===== src/rtl/camera_config_pkg.sv =====
// -----------------------------------------------------------------------------
// camera_config_pkg
// Shared types and constants for the camera configuration sequencer.
//   state_t      : sequencer FSM states
//   END_MARKER   : table word that terminates the sequence
//   DELAY_PREFIX : upper byte marking an inline delay entry (low byte = ms)
//   cfg_entry_t  : one table word, {reg_addr, reg_data}
//   max3()       : elaboration helper used to size the shared cycle counter
// -----------------------------------------------------------------------------
package camera_config_pkg;

    typedef enum logic [3:0] {
        ST_IDLE,
        ST_POWERUP,
        ST_FETCH,
        ST_DECODE,
        ST_ISSUE,
        ST_WAIT_DONE,
        ST_DELAY,
        ST_NEXT,
        ST_DONE,
        ST_ERROR
    } state_t;

    localparam logic [15:0] END_MARKER   = 16'hFFFF;
    localparam logic [7:0]  DELAY_PREFIX = 8'hFE;

    typedef struct packed {
        logic [7:0] reg_addr;
        logic [7:0] reg_data;
    } cfg_entry_t;

    function automatic int max3(input int a, input int b, input int c);
        int m;
        m = a;
        if (b > m) m = b;
        if (c > m) m = c;
        return m;
    endfunction

endpackage


===== src/rtl/camera_config_if.sv =====
// -----------------------------------------------------------------------------
// camera_config_if
// Word handshake between the configuration sequencer and the SCCB/I2C write
// engine.
//   write_data_o : [15:8] register address, [7:0] register data
//   valid_o      : write_data_o is a request (sequencer -> engine)
//   i2c_ready_i  : engine idle, word accepted when valid_o && i2c_ready_i
//   i2c_done_i   : one-cycle pulse when the engine finishes a transfer
// Modports: master = sequencer side, slave = write engine side.
// -----------------------------------------------------------------------------
interface camera_config_if;

    logic [15:0] write_data_o;
    logic        valid_o;
    logic        i2c_ready_i;
    logic        i2c_done_i;

    modport master (
        output write_data_o,
        output valid_o,
        input  i2c_ready_i,
        input  i2c_done_i
    );

    modport slave (
        input  write_data_o,
        input  valid_o,
        output i2c_ready_i,
        output i2c_done_i
    );

endinterface


===== src/rtl/camera_config_rom.sv =====
// -----------------------------------------------------------------------------
// camera_config_rom
// Fixed table of camera register writes with a registered (one-cycle) read.
// Entry formats: {addr, data} write, {8'hFE, ms} inline delay, 16'hFFFF end.
// SMOKE_TABLE = 1 selects a four-entry bring-up table (reset, 2 ms settle,
// clock prescaler, end) used for quick board bring-up; 0 selects the full
// sensor setup table. Both begin with the sensor soft reset and its delay.
// Ports:
//   clk_200_khz : clock
//   addr        : table index
//   data        : entry at addr, valid one cycle after addr is presented
// -----------------------------------------------------------------------------
module camera_config_rom
    import camera_config_pkg::*;
#(
    parameter int ROM_DEPTH   = 64,
    parameter int ADDR_W      = $clog2(ROM_DEPTH),
    parameter bit SMOKE_TABLE = 1'b0
) (
    input  logic              clk_200_khz,
    input  logic [ADDR_W-1:0] addr,
    output cfg_entry_t        data
);

    function automatic cfg_entry_t rom_entry(input int idx);
        cfg_entry_t e;
        e = END_MARKER;
        if (SMOKE_TABLE) begin
            case (idx)
                0:       e = 16'h1280;   // COM7: soft reset
                1:       e = 16'hFE02;   // settle after reset
                2:       e = 16'h1101;   // CLKRC: prescaler
                default: e = END_MARKER;
            endcase
        end else begin
            case (idx)
                0:       e = 16'h1280;   // COM7: soft reset
                1:       e = 16'hFE02;   // settle after reset
                2:       e = 16'h1101;   // CLKRC: prescaler
                3:       e = 16'h1204;   // COM7: RGB output
                4:       e = 16'h0C00;   // COM3
                5:       e = 16'h3E00;   // COM14: no PCLK scaling
                6:       e = 16'h8C00;   // RGB444 off
                7:       e = 16'h0400;   // COM1
                8:       e = 16'h40D0;   // COM15: RGB565 full range
                9:       e = 16'h3A04;   // TSLB
                10:      e = 16'h1418;   // COM9: AGC ceiling
                11:      e = 16'h4FB3;   // colour matrix 1..6
                12:      e = 16'h50B3;
                13:      e = 16'h5100;
                14:      e = 16'h523D;
                15:      e = 16'h53A7;
                16:      e = 16'h54E4;
                17:      e = 16'h589E;   // MTXS
                18:      e = 16'h3DC0;   // COM13: gamma, UV saturation
                19:      e = 16'h1714;   // HSTART
                20:      e = 16'h1802;   // HSTOP
                21:      e = 16'h3280;   // HREF
                22:      e = 16'h1903;   // VSTART
                23:      e = 16'h1A7B;   // VSTOP
                24:      e = 16'h030A;   // VREF
                25:      e = 16'h0F41;   // COM6
                26:      e = 16'h1E00;   // MVFP: no mirror/flip
                27:      e = 16'h330B;   // CHLF
                28:      e = 16'h3C78;   // COM12
                29:      e = 16'h6900;   // GFIX
                30:      e = 16'h7400;   // REG74
                31:      e = 16'hB084;   // undocumented colour fix
                32:      e = 16'hB10C;   // ABLC1
                33:      e = 16'hB20E;
                34:      e = 16'hB380;   // THL_ST
                default: e = END_MARKER;
            endcase
        end
        return e;
    endfunction

    cfg_entry_t table_mem [ROM_DEPTH];

    for (genvar gi = 0; gi < ROM_DEPTH; gi++) begin : g_rom
        assign table_mem[gi] = rom_entry(gi);
    end

    always_ff @(posedge clk_200_khz) begin
        data <= table_mem[addr];
    end

endmodule


===== src/rtl/camera_config_sequencer.sv =====
// -----------------------------------------------------------------------------
// camera_config_sequencer
// After start, waits POWERUP_CYCLES, then walks the register table and hands
// each write word to the SCCB/I2C engine on a valid/ready/done handshake.
// Delay entries ({8'hFE, ms}) pause ms * MS_CYCLES cycles; 16'hFFFF or the
// last table slot ends the sequence. A transfer not finished within
// TIMEOUT_CYCLES of acceptance raises the sticky error flag.
// Build option: define CAMERA_CONFIG_RETRY_EN to re-issue a timed-out word up
// to MAX_RETRIES times before declaring an error.
// Ports:
//   clk_200_khz   : 200 kHz I2C-domain clock
//   reset_i       : asynchronous active-high reset
//   start_i       : begin sequence (level or pulse, ignored while busy)
//   bus           : camera_config_if.master (write_data_o/valid_o/ready/done)
//   busy_o        : sequence in progress
//   config_done_o : sticky, table completed
//   error_o       : sticky, a transfer timed out
// POWERUP_CYCLES and TIMEOUT_CYCLES must be at least 1.
// -----------------------------------------------------------------------------
module camera_config_sequencer
    import camera_config_pkg::*;
#(
    parameter int ROM_DEPTH      = 64,
    parameter int POWERUP_CYCLES = 60000,
    parameter int MS_CYCLES      = 200,
    parameter int TIMEOUT_CYCLES = 2048,
    parameter int MAX_RETRIES    = 3,
    parameter bit SMOKE_TABLE    = 1'b0
) (
    input  logic                   clk_200_khz,
    input  logic                   reset_i,
    input  logic                   start_i,
    camera_config_if.master        bus,
    output logic                   busy_o,
    output logic                   config_done_o,
    output logic                   error_o
);

    localparam int ADDR_W  = $clog2(ROM_DEPTH);
    // One counter serves power-up, delay and timeout; size for the longest.
    localparam int CNT_MAX = max3(POWERUP_CYCLES, 255 * MS_CYCLES, TIMEOUT_CYCLES);
    localparam int CNT_W   = $clog2(CNT_MAX + 1);

    state_t            state_reg, state_next;
    logic [ADDR_W-1:0] index_reg, index_next;
    logic [CNT_W-1:0]  cnt_reg, cnt_next;
    cfg_entry_t        write_data_reg, write_data_next;
    logic              config_done_reg, config_done_next;
    logic              error_reg, error_next;
    cfg_entry_t        rom_data;

`ifdef CAMERA_CONFIG_RETRY_EN
    localparam int RETRY_W = (MAX_RETRIES < 1) ? 1 : $clog2(MAX_RETRIES + 1);
    logic [RETRY_W-1:0] retry_reg, retry_next;
`endif

    camera_config_rom #(
        .ROM_DEPTH   (ROM_DEPTH),
        .ADDR_W      (ADDR_W),
        .SMOKE_TABLE (SMOKE_TABLE)
    ) u_rom (
        .clk_200_khz (clk_200_khz),
        .addr        (index_reg),
        .data        (rom_data)
    );

    always_ff @(posedge clk_200_khz or posedge reset_i) begin
        if (reset_i) begin
            state_reg       <= ST_IDLE;
            index_reg       <= '0;
            cnt_reg         <= '0;
            write_data_reg  <= '0;
            config_done_reg <= 1'b0;
            error_reg       <= 1'b0;
`ifdef CAMERA_CONFIG_RETRY_EN
            retry_reg       <= '0;
`endif
        end else begin
            state_reg       <= state_next;
            index_reg       <= index_next;
            cnt_reg         <= cnt_next;
            write_data_reg  <= write_data_next;
            config_done_reg <= config_done_next;
            error_reg       <= error_next;
`ifdef CAMERA_CONFIG_RETRY_EN
            retry_reg       <= retry_next;
`endif
        end
    end

    always_comb begin
        state_next       = state_reg;
        index_next       = index_reg;
        cnt_next         = cnt_reg;
        write_data_next  = write_data_reg;
        config_done_next = config_done_reg;
        error_next       = error_reg;
`ifdef CAMERA_CONFIG_RETRY_EN
        retry_next       = retry_reg;
`endif

        case (state_reg)
            ST_IDLE: begin
                if (start_i) begin
                    state_next       = ST_POWERUP;
                    index_next       = '0;
                    cnt_next         = '0;
                    config_done_next = 1'b0;
                    error_next       = 1'b0;
`ifdef CAMERA_CONFIG_RETRY_EN
                    retry_next       = '0;
`endif
                end
            end

            ST_POWERUP: begin
                if (cnt_reg == CNT_W'(POWERUP_CYCLES - 1)) begin
                    cnt_next   = '0;
                    state_next = ST_FETCH;
                end else begin
                    cnt_next = cnt_reg + 1'b1;
                end
            end

            // ROM address is index_reg; data appears at the next edge.
            ST_FETCH: state_next = ST_DECODE;

            ST_DECODE: begin
                if (rom_data == END_MARKER) begin
                    state_next = ST_DONE;
                end else if (rom_data.reg_addr == DELAY_PREFIX) begin
                    // A zero-length delay skips the DELAY state entirely so
                    // the entry costs only the NEXT/FETCH/DECODE overhead.
                    if (rom_data.reg_data == 8'h00) begin
                        state_next = ST_NEXT;
                    end else begin
                        cnt_next   = CNT_W'(32'(rom_data.reg_data) * MS_CYCLES);
                        state_next = ST_DELAY;
                    end
                end else begin
                    write_data_next = rom_data;
                    state_next      = ST_ISSUE;
                end
            end

            ST_ISSUE: begin
                if (bus.i2c_ready_i) begin
                    cnt_next   = '0;
                    state_next = ST_WAIT_DONE;
                end
            end

            ST_WAIT_DONE: begin
                if (bus.i2c_done_i) begin
                    state_next = ST_NEXT;
                end else if (cnt_reg == CNT_W'(TIMEOUT_CYCLES - 1)) begin
`ifdef CAMERA_CONFIG_RETRY_EN
                    if (retry_reg == RETRY_W'(MAX_RETRIES)) begin
                        state_next = ST_ERROR;
                    end else begin
                        retry_next = retry_reg + 1'b1;
                        state_next = ST_ISSUE;
                    end
`else
                    state_next = ST_ERROR;
`endif
                end else begin
                    cnt_next = cnt_reg + 1'b1;
                end
            end

            // Loaded with a non-zero count; leaves after exactly that many cycles.
            ST_DELAY: begin
                if (cnt_reg == CNT_W'(1)) begin
                    cnt_next   = '0;
                    state_next = ST_NEXT;
                end else begin
                    cnt_next = cnt_reg - 1'b1;
                end
            end

            ST_NEXT: begin
                cnt_next = '0;
`ifdef CAMERA_CONFIG_RETRY_EN
                retry_next = '0;
`endif
                // Last slot acts as an implicit end marker; index never wraps.
                if (index_reg == ADDR_W'(ROM_DEPTH - 1)) begin
                    state_next = ST_DONE;
                end else begin
                    index_next = index_reg + 1'b1;
                    state_next = ST_FETCH;
                end
            end

            ST_DONE: begin
                config_done_next = 1'b1;
                state_next       = ST_IDLE;
            end

            ST_ERROR: begin
                error_next = 1'b1;
                state_next = ST_IDLE;
            end

            default: state_next = ST_IDLE;
        endcase
    end

    // valid_o decodes the state register directly so that reset clears it
    // asynchronously together with the state.
    assign bus.valid_o      = (state_reg == ST_ISSUE);
    assign bus.write_data_o = write_data_reg;
    assign busy_o           = (state_reg != ST_IDLE);
    assign config_done_o    = config_done_reg;
    assign error_o          = error_reg;

endmodule


===== src/flat_wrapper.sv =====
// flat-port wrapper written by rule: the top's interface ports become plain ports
module camera_config_sequencer_flat import camera_config_pkg::*;
#(
    parameter int ROM_DEPTH      = 64,
    parameter int POWERUP_CYCLES = 60000,
    parameter int MS_CYCLES      = 200,
    parameter int TIMEOUT_CYCLES = 2048,
    parameter int MAX_RETRIES    = 3,
    parameter bit SMOKE_TABLE    = 1'b0
)
  (clk_200_khz, reset_i, start_i, busy_o, config_done_o, error_o, bus_write_data_o, bus_valid_o, bus_i2c_ready_i, bus_i2c_done_i);
  camera_config_if bus_i ();
  input  logic clk_200_khz;
  input  logic reset_i;
  input  logic start_i;
  output logic busy_o;
  output logic config_done_o;
  output logic error_o;
  output wire logic [$bits(bus_i.write_data_o)-1:0] bus_write_data_o;
  output wire logic [$bits(bus_i.valid_o)-1:0] bus_valid_o;
  input wire logic [$bits(bus_i.i2c_ready_i)-1:0] bus_i2c_ready_i;
  input wire logic [$bits(bus_i.i2c_done_i)-1:0] bus_i2c_done_i;
  assign bus_write_data_o = bus_i.write_data_o;
  assign bus_valid_o = bus_i.valid_o;
  assign bus_i.i2c_ready_i = bus_i2c_ready_i;
  assign bus_i.i2c_done_i = bus_i2c_done_i;
  camera_config_sequencer #(.ROM_DEPTH(ROM_DEPTH), .POWERUP_CYCLES(POWERUP_CYCLES), .MS_CYCLES(MS_CYCLES), .TIMEOUT_CYCLES(TIMEOUT_CYCLES), .MAX_RETRIES(MAX_RETRIES), .SMOKE_TABLE(SMOKE_TABLE)) u_core (.clk_200_khz(clk_200_khz), .reset_i(reset_i), .start_i(start_i), .bus(bus_i), .busy_o(busy_o), .config_done_o(config_done_o), .error_o(error_o));
endmodule

===== config.mk =====
export PLATFORM = sky130hd
export DESIGN_NAME = camera_config_sequencer_flat
export DESIGN_NICKNAME = d
export VERILOG_FILES = /design/src/rtl/camera_config_pkg.sv /design/src/rtl/camera_config_if.sv /design/src/rtl/camera_config_rom.sv /design/src/rtl/camera_config_sequencer.sv /design/src/flat_wrapper.sv
export SDC_FILE = /design/constraint.sdc
export NUM_CORES = 1
export LEC_CHECK = 0
export CORE_MARGIN = 4
export CORE_UTILIZATION = 39
export CTS_BUF_LIST = sky130_fd_sc_hd__clkbuf_16
export DETAILED_ROUTE_END_ITERATION = 8
export GPL_TIMING_DRIVEN = 0
export PLACE_DENSITY = 0.61
export SLEW_MARGIN = 20
export SYNTH_ARGS = -nofsm -noshare
export SYNTH_HDL_FRONTEND = slang
export SYNTH_SLANG_ARGS = --single-unit

===== constraint.sdc =====
create_clock -name clk_200_khz -period 3.5 [get_ports clk_200_khz]
set_clock_uncertainty 0.1 [all_clocks]
set_input_delay 0.875 -clock clk_200_khz [delete_from_list [all_inputs] [get_ports clk_200_khz]]
set_output_delay 0.875 -clock clk_200_khz [all_outputs]
set_load 0.1 [all_outputs]

== Yosys cells after proc, flatten, opt, wreduce, memory -nomap -nowiden ==
Memories as Yosys holds them, arrays and structs flattened. A register that Yosys moved wholly into a read port is not among the register bits.
Index checks and enable logic that the tools add are counted.

* Shift-type cells: 0
* Order comparisons: 0
* Bitwise operators: 3
* Reduce and logical (&&, ||, !) cells: 13
* Equal/unequal tests: 26
* $mul: 1
* Muxes and demuxes: 27
* $add $sub $neg: 3
* Div/mod/pow operators: 0

{| class="wikitable"
|+ Operators with widths
! operator !! number
|-
| $mux 16 || 9
|-
| $pmux 16 s7 || 1
|-
| $eq 16x16->1 const B || 2
|-
| $mux 4 || 8
|-
| $pmux 4 s8 || 1
|-
| $add 16x1->16 const B || 1
|-
| $eq 16x1->1 const B || 1
|-
| $eq 16x11->1 const B || 1
|-
| $eq 4x3->1 const B || 4
|-
| $sub 16x1->16 const B || 1
|-
| $mul 8x5->13 const B || 1
|-
| $mux 6 || 2
|-
| $ne 2x2->1 const B || 6
|-
| $pmux 6 s2 || 1
|-
| $eq 4x2->1 const B || 2
|-
| $eq 4x4->1 const B || 2
|-
| $eq 8x8->1 const B || 1
|-
| $logic_not 8->1 || 1
|-
| $ne 2x1->1 const B || 4
|-
| $reduce_and 8->1 || 1
|-
| $not 6->7 || 1
|-
| $reduce_bool 7->1 || 1
|-
| $add 6x1->6 const B || 1
|-
| $eq 6x6->1 const B || 1
|-
| other kinds (12) || 19
|}

* Logic and storage cells: 81
* Memory bits (read-only): 1024
* Flip-flop bits (word level): 44
* Latch bits: 0
* Input port bits: 5
* Memories: 1
* Output and inout bits: 20
* Bits in writable memories: 0

{| class="wikitable"
|+ Memories
! name !! depth !! width !! read ports !! clocked after memory_dff !! wr ports !! RTL line !! source
|-
| (no name shown) || 64 || 16 || 1 || 1 || 0 || camera_config_rom.sv:85 || <nowiki>data <= table_mem[addr];</nowiki>
|}

== Depth between registers and ports, before layout ==
* Depth in word-level cells: 5
* Gate-level depth with buffers: 14
* Gate-level depth less buffers: 14

== Hierarchy ==
A second synthesis with hierarchy kept.

* Cell total of the unflattened synthesis: 597
* Area total of the unflattened synthesis: 5068.6 µm²

{| class="wikitable"
|+ By module, submodules not included
! module !! instances !! area each (µm²) !! cells an instance
|-
| camera_config_sequencer || 1 || 3823.7 || 437
|-
| camera_config_rom || 1 || 1244.9 || 160
|}

== Least setup slack after synthesis ==
Ideal clock, no wire load.

* Path type: reg-to-output
* Start: register u_core.state_reg[1]
* End: output bus_valid_o
* Cell stages (with the launch flop): 3
* Path slack: -237 ps
* Arrival time: 2762 ps
* Required time: 2525 ps
* Cell sequence: dfrtp_1 or2b_2 nor3_1

* Word-level cells in the longest chain between the ends: 1

{| class="wikitable"
|+ Ends and longest elaborated chain
! what !! RTL line !! source
|-
| start: declaration || camera_config_sequencer.sv:44 || <nowiki>state_t state_reg, state_next;</nowiki>
|-
| start signal: assignment || camera_config_sequencer.sv:79 || <nowiki>state_reg <= state_next;</nowiki>
|-
| $eq 4x3->1 || camera_config_sequencer.sv:212 || <nowiki>assign bus.valid_o = (state_reg == ST_ISSUE);</nowiki>
|-
| end: declaration || flat_wrapper.sv:20 || <nowiki>output wire logic [$bits(bus_i.valid_o)-1:0] bus_valid_o;</nowiki>
|}

No other way between the ends.

== Worst setup path after layout ==
Ends and elaborated chain as after synthesis.

==> run_results.csv <==
group,metric,value,unit
setup_path,rrSetupSlack,0.19,ns
setup_path,critical_path_required,2.52,ns
placed_design,dpl.hpwl,10200,µm
global_route,gr-usage-met1,27.8,%
drt,drc_errors,0,
pwr,finalPower,0.00599,W
clock_network,cts_num_sinks,60,
global_route,met3_usage,4.89,%
min_path,hp-class,"reg -> reg",
floorplanning,ioPinCount,25,
logic_synthesis,ys_seq_area_share,29.6,%
layout,fin_nets,662,
global_route,met2_usage,31.4,%
drt,drtIter0Drc,396,
global_route,grt_antenna_before_repair,0,
job,cap_violations,0,
layout,drive_above_1_share,10.8,%
layout,final-seq-area,1430,µm²
status,status,"complete, no violations",
drt,vias,4538,
sta,setup_tns,0,ns
global_route,grt_pass1_wl,22900,µm
sta,slew_violations,0,
global_route,gr-usage-all-layers,20.0,%
floorplanning,die_w,119,µm
drt,drt_pass1_iterations,5,
setup_path,crit_arrival,2.37,ns
setup_path,crit_end,"bus_valid_o",
clock_network,clk_latency,0.33,ns
layout,n_antenna_cell,0,
pwr,p_leak,2.39,nW
layout,syn_to_final_growth,15.2,%
global_route,busiest_layer,"met2",
sta,fmax,299,MHz
layout,multi_input_area,3100,µm²
floorplanning,die_area,14100,µm²
logic_synthesis,synth_ff_type,"dfrtp_1",
floorplanning,die_y,119,µm
drt,totalWireLength,13800,µm
layout,fillers,1175,
floorplanning,initial_core_util,40.0,%
sta,tightest_slew,0.983,ns
logic_synthesis,async_reset_ff_share,73.3,%
logic_synthesis,yosys_warnings,0,
global_route,grt_max_degree,29,
logic_synthesis,syn_nets,626,
logic_synthesis,synth_edf_count,0,
setup_path,r2r-start,"u_core.u_rom.data[2]$_DFF_P_",
logic_synthesis,syn_inst,571,
floorplanning,rows,40,
placed_design,io_buffers,24,
setup_path,crit_slowest_cell,"clkdlybuf4s50_1",
drt,viasPerCell,5.98,
clock_network,clk_pin_slew,0.05,ns
setup_path,crit_path_max_incr_delay,1.15,ns
clock_network,cts_buffer_depth,2,
global_route,gr-total-overflow,0,
sta,finalSetupViolCount,0,
setup_path,crit_chain,"or2b_2 > nor3_2 > clkdlybuf4s50_1",
setup_path,cp-end-kind,"output port",
pwr,pwr_density_cell,1080,nW/µm²
sta,rsz0062_at_grt,"no",
setup_path,crit_start,"u_core.state_reg[1]$_DFFE_PP0P_",
logic_synthesis,netlist_area,4800,µm²
drt,wire_per_inst,18.2,µm
sta,hold_violations,0,
logic_synthesis,synth_seq_cells,60,
logic_synthesis,synth_top_area_share,22.9,%
logic_synthesis,synth_top_area_cell,"dfrtp_1",
placed_design,routabilityCongestion,0.903,
clock_network,clockRootBuffer,"clkbuf_16",
clock_network,cts_tree,"done",
setup_path,reg2regPathDepth,12,
pwr,ir_drop,0.000564,V
setup_path,cp-start-kind,"flop",
floorplanning,coreArea,12000,µm²
logic_synthesis,syn_avg_cell_area,8.41,µm²
global_route,grt_pass1_vias,4383,
sta,period_minus_slack,3.35,ns
drt,ant_nets,0,
logic_synthesis,synth_cell_type_count,77,
setup_path,timing.rr.end,"u_core.cnt_reg[15]$_DFFE_PP0P_",
setup_path,critical_path.max_fanout,6,
sta,relSlewSlack,34.3,%
sta,finalCritPeriodShare,95.6,%
logic_synthesis,synth.area.top_cells,"dfrtp_1, ha_1, dfxtp_1, a21oi_1, nor2_1",
setup_path,worstSetupPathType,"reg -> out",
clock_network,ctsHtreeMaxLevel,3,
clock_network,numCtsBuffers,9,
## how the worst min path moves through the flow
stage	start	endpoint	slack (ns)	cells after the start
3_3_place_gp	u_core.u_rom.data[13]$_SDFF_PP1_	u_core.bus.write_data_o[13]$_DFFE_PP0P_	0.38	1
5_1_grt	u_core.u_rom.data[14]$_DFF_P_	u_core.bus.write_data_o[14]$_DFFE_PP0P_	0.41	1
3_5_place_dp	u_core.u_rom.data[11]$_DFF_P_	u_core.bus.write_data_o[11]$_DFFE_PP0P_	0.39	1
2_1_floorplan	u_core.u_rom.data[9]$_DFF_P_	u_core.bus.write_data_o[9]$_DFFE_PP0P_	0.36	1
6_report	u_core.u_rom.data[12]$_SDFF_PP1_	u_core.bus.write_data_o[12]$_DFFE_PP0P_	0.39	1
4_1_cts	u_core.u_rom.data[12]$_SDFF_PP1_	u_core.bus.write_data_o[12]$_DFFE_PP0P_	0.40	1
## what timing repair did
action / in CTS / in global routing
hold buffers: 0 / 0
setup buffers: 0 / 0
gates resized for setup: 0 / 4
endpoints found under the setup margin: 0 / 2
## through the flow
stage | hold WS (ns) | cell area (µm²) | instances | setup WS, ns | utilization (%)
after floorplan | 0.362 | 4810 | 571 | 0.421 | -
after global placement | 0.378 | 5230 | 742 | 0.0574 | 43.5
after detailed placement | 0.389 | 5250 | 743 | 0.0383 | 43.7
after CTS | 0.399 | 5530 | 759 | 0.0233 | 46.0
after global routing | 0.410 | 5530 | 759 | 0.00963 | 46.1
final | 0.391 | 5530 | 759 | 0.154 | 46.1
## final cells by class
class / instances / share of cell area (%)
inverters: 31 / 2.10
multi-input cells: 445 / 56.1
clock buffers: 10 / 4.52
plain buffers: 35 / 3.01
repair buffers: 25 / 4.75
well taps: 147 / 3.33
clock inverters: 6 / 0.452
flip-flops and latches: 60 / 25.8
## Yosys cell counts (7+ instances only)
master	count
dfxtp_1	16
or3_1	7
o21ai_0	31
dfrtp_1	44
nor2_1	52
ha_1	47
a21oi_1	49
buf_2	10
nand2b_1	9
a31oi_1	8
o21ai_1	10
inv_1	30
clkbuf_1	17
nand2_1	43
xnor2_1	10
a211oi_1	8
nand3_1	14
nand4_1	9
mux2_2	16
nor3_1	18
## layout by cell type (no fill, tap or decap), types with 5 or more instances in the layout
master,count
a211oi_1,8
a21oi_1,49
a221oi_1,5
a31oi_1,8
and3_1,6
buf_2,10
clkbuf_1,17
clkbuf_16,10
clkdlybuf4s50_1,23
dfrtp_1,44
dfxtp_1,13
ha_1,47
inv_1,33
mux2_2,16
nand2_1,43
nand2b_1,9
nand3_1,14
nand4_1,9
nor2_1,52
nor3_1,17
o21ai_0,31
o21ai_1,10
o22ai_1,6
or3_1,7
xnor2_1,10
## worst max-delay path, delay by kind of cell (launching register included)
kind | cells | cell delay [ns]
flip-flops | 1 | 0.40
AND/OR/NAND/NOR | 2 | 0.48
buffers and inverters | 1 | 1.15
## routing by layer
layer  wire length (µm)  part of all wire [%]
met1               6400                    46
met2               6460                    47
met3                844                   6.1
met4                120                  0.87
met5                  0                     0
## cells by family after synthesis
family                   share of synthesized area (%)
buffers and inverters                             5.89
XOR/XNOR                                          2.55
AO/OA/AOI/OAI                                     23.0
flip-flops                                        29.6
multiplexers                                      4.87
adder cells (fa/ha/maj)                           13.5
AND/OR/NAND/NOR                                   20.6
## power breakdown
group / leakage (nW) / internal (W) / switching [W]
Clock: 0.152 / 0.000508 / 0.000300
Combinational: 1.52 / 0.00134 / 0.00262
Sequential: 0.713 / 0.000965 / 0.000270
Total: 2.39 / 0.00281 / 0.00319
(Power assumes the default switching activity.)
==> patch 1, RTL diff (same flow settings) <==
Re-encode `state_t` (10 states) as Gray code, 4 bits wide.
--- a/src/rtl/camera_config_pkg.sv
+++ b/src/rtl/camera_config_pkg.sv
@@ -10,16 +10,16 @@
 package camera_config_pkg;
 
     typedef enum logic [3:0] {
-        ST_IDLE,
-        ST_POWERUP,
-        ST_FETCH,
-        ST_DECODE,
-        ST_ISSUE,
-        ST_WAIT_DONE,
-        ST_DELAY,
-        ST_NEXT,
-        ST_DONE,
-        ST_ERROR
+        ST_IDLE      = 4'b0000,
+        ST_POWERUP   = 4'b0001,
+        ST_FETCH     = 4'b0011,
+        ST_DECODE    = 4'b0010,
+        ST_ISSUE     = 4'b0110,
+        ST_WAIT_DONE = 4'b0111,
+        ST_DELAY     = 4'b0101,
+        ST_NEXT      = 4'b0100,
+        ST_DONE      = 4'b1100,
+        ST_ERROR     = 4'b1101
     } state_t;
 
     localparam logic [15:0] END_MARKER   = 16'hFFFF;
Formal check against the unedited RTL: no difference found for any inputs over 10 cycles, from zero or initial values and one cycle with reset_i high; not proved beyond that.
==> patch 1 against the unedited design <==
Global-route usage rose by 1.8 points. Synthesized area increased by 4.2%. Fmax shrank 1.6%. Hold slack lost 5.4 ps. Total power decreased by 2.3%. Sequential power shrank 7%. Sequential cell count is the same. Core utilization up 0.58 points. Design area up 5.9%. Die area increased by 3.9%. Setup slack got worse by 53 ps. Non-clock buffer count increased by 14. Wire length up 11%.
==> patch 1: results (changes against the unedited design) <==
- Status: complete, no violations (unchanged)
- Worst setup path end: u_core.cnt_reg[13] (was bus_valid_o)
- Top cells by area, synth: dfrtp_1 (22%), ha_1 (12%), dfxtp_1 (6.4%) (was dfrtp_1 (23%), ha_1 (12%), dfxtp_1 (6.7%))
- Iter 0 DRT Violations: 387 (was 396)
- Share of cells above drive strength 1: 0.1420 (was 0.1078)
- GRT Overall Usage: 0.2184 (was 0.2002)
- First-pass GRT wire length: 25150 um (was 22850 um)
- Final #Nets: 698 (was 662)
- Worst path slowest cell: fa_1 (was clkdlybuf4s50_1)
- Met2 Track Usage GR: 0.3334 (was 0.3144)
- Synth cell count leaders: nand2_1 (48), ha_1 (47), dfrtp_1 (44) (was nor2_1 (52), a21oi_1 (49), ha_1 (47))
- GR Util met3: 0.04382 (was 0.04891)
- Comb pwr share: 0.665 (was 0.659)
- Routability cong.: 0.9650 (was 0.9029)
- Fillcell total: 1275 (was 1175)
- DR WL met3: 894 um (was 844 um)
- Fin area: 5861 um2 (was 5532 um2)
- Sequential share of power: 0.197 (was 0.206)
- Slew margin rel.: 0.3342 (was 0.3425)
- Switching pwr: 3.148 mW (was 3.186 mW)
- Peak supply drop: 453.8 uV (was 564.1 uV)
- Crit path kind: register to register (was register to output pin)
- Distinct cells, synth: 73 (was 77)
- Min-delay src: u_core.u_rom.data[14] (was u_core.u_rom.data[12])
- Routed length on met2: 7061 um (was 6461 um)
[patch 1: cell count changes in the layout (fill, tap and decap cells not counted), moves of 6 or more]
| cell | unedited run | this run |
|---|---|---|
| o21ai_1 | 10 | 2 |
| o21ai_0 | 31 | 42 |
| o21a_1 | 3 | 9 |
| buf_4 | 4 | 10 |
| a211oi_1 | 8 | 14 |
| o22ai_1 | 6 | 12 |
| a21oi_1 | 49 | 36 |
| nor2_1 | 52 | 40 |
[patch 1: through the flow]
| stage | cells | hold WS, ps | setup slack, ps | TNS, ps |
|---|---|---|---|---|
| after floorplan | 601 | 362.2 | 3.078 | 0 |
| after global placement | 797 | 378.1 | -283.0 | -319.2 |
| after detailed placement | 798 | 375.8 | -321.4 | -321.4 |
| after CTS | 819 | 387.7 | -8.519 | -8.519 |
| after global routing | 820 | 416.5 | 1.129 | 0 |
| final | 820 | 386.0 | 100.6 | 0 |
[patch 1: worst max-delay path: cells and delay by family, from the launching register on]
family | cells | cell delay (ps)
fa+ha+maj | 4 | 1190
compound gates | 4 | 1030
simple gates | 2 | 540
flops | 1 | 380
buf+inv | 1 | 50
[patch 1: kinds of logic after synthesis]
group,after synthesis,share of synthesized area
adders and majority gates,50,0.1296
AOI/OAI and AO/OA,182,0.2394
xor gates and xnor gates,12,0.02101
and+or+nand+nor,191,0.2056
buffers and inverters,84,0.07154
DFF,60,0.2841
muxes,22,0.04878
[patch 1: final cells by class]
type,count,share of cell area
buffer,43,0.03480
clock buffer,9,0.03843
timing repair buffer,31,0.05124
sequential,60,0.2449
multi-input combinational,457,0.5606
clock inverter,7,0.007045
tap,172,0.03672
inverter,41,0.02626
==> patch 2, RTL diff (same settings) <==
Without the edit above. `SMOKE_TABLE` is set to 1'b0 in 3 places; all go to 1'b1.
--- a/src/rtl/camera_config_rom.sv
+++ b/src/rtl/camera_config_rom.sv
@@ -15,7 +15,7 @@
 #(
     parameter int ROM_DEPTH   = 64,
     parameter int ADDR_W      = $clog2(ROM_DEPTH),
-    parameter bit SMOKE_TABLE = 1'b0
+    parameter bit SMOKE_TABLE = 1'b1
 ) (
     input  logic              clk_200_khz,
     input  logic [ADDR_W-1:0] addr,
--- a/src/rtl/camera_config_sequencer.sv
+++ b/src/rtl/camera_config_sequencer.sv
@@ -25,7 +25,7 @@
     parameter int MS_CYCLES      = 200,
     parameter int TIMEOUT_CYCLES = 2048,
     parameter int MAX_RETRIES    = 3,
-    parameter bit SMOKE_TABLE    = 1'b0
+    parameter bit SMOKE_TABLE    = 1'b1
 ) (
     input  logic                   clk_200_khz,
     input  logic                   reset_i,
--- a/src/flat_wrapper.sv
+++ b/src/flat_wrapper.sv
@@ -6,7 +6,7 @@
     parameter int MS_CYCLES      = 200,
     parameter int TIMEOUT_CYCLES = 2048,
     parameter int MAX_RETRIES    = 3,
-    parameter bit SMOKE_TABLE    = 1'b0
+    parameter bit SMOKE_TABLE    = 1'b1
 )
   (clk_200_khz, reset_i, start_i, busy_o, config_done_o, error_o, bus_write_data_o, bus_valid_o, bus_i2c_ready_i, bus_i2c_done_i);
   camera_config_if bus_i ();
Formal check against the unedited RTL: same outputs for any inputs over 10 cycles, from zero or initial values and one cycle with reset_i high; that may be too few to reach the edited logic, so the function may still have changed.
==> patch 2 against the unedited design <==
Setup slack gained 40 ps. Sequential cell count shrank 21. Synthesized area shrank 34%. Non-clock buffer count grew 1. Hold slack lost 20 ps. Global-route usage shrank 2.1 points. Design area shrank 32%. Sequential share of layout area shrank 0.35 points. Wire length shrank 38%. Register-to-register slack gained 190 ps.
Power is left out: it rests on default switching activity, and per cell area and clock period it moved more than threefold.
==> patch 2: results (changes against the unedited design) <==
- Clock Path Buffers: 2 (unchanged)
- Vias in the first global route: 2669 (was 4383)
- Crit path max fanout: 10 (was 6)
- RR Endpoint: u_core.cnt_reg[13] (was u_core.cnt_reg[15])
- First-pass GRT wire length: 13900 um (was 22850 um)
- Worst-path clk slew: 60 ps
- Worst skew pair latency: 290 ps (was 330 ps)
- Distinct cells, synth: 70 (was 77)
- Reg-to-reg slack, setup: 380 ps (was 190 ps)
- GRT Overall Usage: 0.1790 (was 0.2002)
- Initial DRT Pass Iterations: 5 (unchanged)
- Worst Hold Path EP: u_core.bus.write_data_o[12] (unchanged)
- Iter 0 DRT Violations: 205 (was 396)
- Ys async rst share: 0.8718 (was 0.7333)
- Initial antenna violation count: 0 (unchanged)
- CTS H-Tree Depth: 2 (was 3)
- Routability cong.: 0.8913 (was 0.9029)
- Slew margin rel.: 0.3486 (was 0.3425)
- Worst setup path startpoint: u_core.state_reg[0] (was u_core.state_reg[1])
- Via density per instance: 5.629 (was 5.979)
- Crit Reg-Reg Startpoint: u_core.u_rom.data[14] (was u_core.u_rom.data[2])
- Sequential share of the synthesized area: 0.3000 (was 0.2961)
- DP HPWL: 6435 um (was 10240 um)
- Status: complete, no violations (unchanged)
- Worst Reg-to-Reg Cells: 9 (was 12)
- CP max stage delay: 1150 ps (about the same)
- Diodes inserted: 0 (unchanged)
- Worst path slowest cell: clkdlybuf4s50_1 (unchanged)
- Synth Net Count: 402 (was 626)
- Largest net degree at the start of global routing: 23 (was 29)
- Largest delay share family, worst path: buffers and inverters (unchanged)
- Max reg flops: 16
- Worst setup path end: bus_valid_o (unchanged)
- Final #Nets: 434 (was 662)
- Top cells by area, synth: dfrtp_1 (27%), ha_1 (7.5%), o21ai_0 (4.6%) (was dfrtp_1 (23%), ha_1 (12%), dfxtp_1 (6.7%))
- Arrival time at the worst endpoint: 2330 ps (was 2370 ps)
- Min-delay src: u_core.bus.write_data_o[12] (was u_core.u_rom.data[12])
- WL per Instance: 16.85 um (was 18.21 um)
- Share of cells above drive strength 1: 0.1544 (was 0.1078)
- Type of the most critical hold path: register to register (unchanged)
- Num CTS Buffers: 5 (was 9)
- Synth cell count leaders: dfrtp_1 (34), nor2_1 (32), o21ai_0 (29) (was nor2_1 (52), a21oi_1 (49), ha_1 (47))
- DP Area: 3570 um2 (was 5250 um2)
-- patch 2: changes by cell type in the layout (fill, tap and decap cells not counted), moves of 8 or more --
cell      delta
a21oi_1     -32
buf_4        +8
clkbuf_1    -14
dfrtp_1     -10
dfxtp_1      -8
ha_1        -28
inv_1       -17
mux2_2      -16
nand2_1     -18
nor2_1      -20
-- patch 2: through the flow --
step / std cells / hold WS (ps) / worst slack [ps]
finish: 510 / 371.2 / 193.0
CTS: 510 / 375.3 / 182.5
floorplan: 375 / 387.3 / 659.4
global route: 510 / 392.6 / 114.5
global placement: 501 / 349.6 / 272.4
detailed placement: 502 / 356.2 / 247.6
-- patch 2: layer usage --
metal / wire length (um) / GRT usage / vias up / part of all wire
met3: 358 / 0.03143 / 10 / 0.042
met2: 3927 / 0.2754 / 90 / 0.46
met5: 0 / 0 / - / 0
met4: 142 / 0.05567 / 0 / 0.017
li1: - / - / 1420 / -
met1: 4168 / 0.2567 / 1351 / 0.48
-- patch 2: repair_timing --
| item | in CTS | in global routing |
|---|---|---|
| resized for setup | 1 | 0 |
| hold buffers | 0 | 0 |
| setup endpoints to repair | 1 | 0 |
-- patch 2: cell type report --
type | instances | area [um2]
inverters | 17 | 63.81
fillers | 774 | 4066
plain buffers | 36 | 225.2
repair buffers | 25 | 266.5
well taps | 102 | 127.6
clock inverters | 3 | 47.55
multi-input cells | 283 | 1934
clock buffers | 5 | 125.1
flip-flops and latches | 39 | 950.9
-- patch 2: kinds of logic (layout without fill, tap and decap cells) --
family	Yosys count	in the layout	share of synthesized area
simple gates	140	140	0.2420
buf+inv	53	86	0.09119
xor+xnor	20	20	0.06001
flops	39	39	0.3000
mux	2	2	0.006317
compound gates	99	99	0.2065
fa+ha+maj	22	22	0.09396
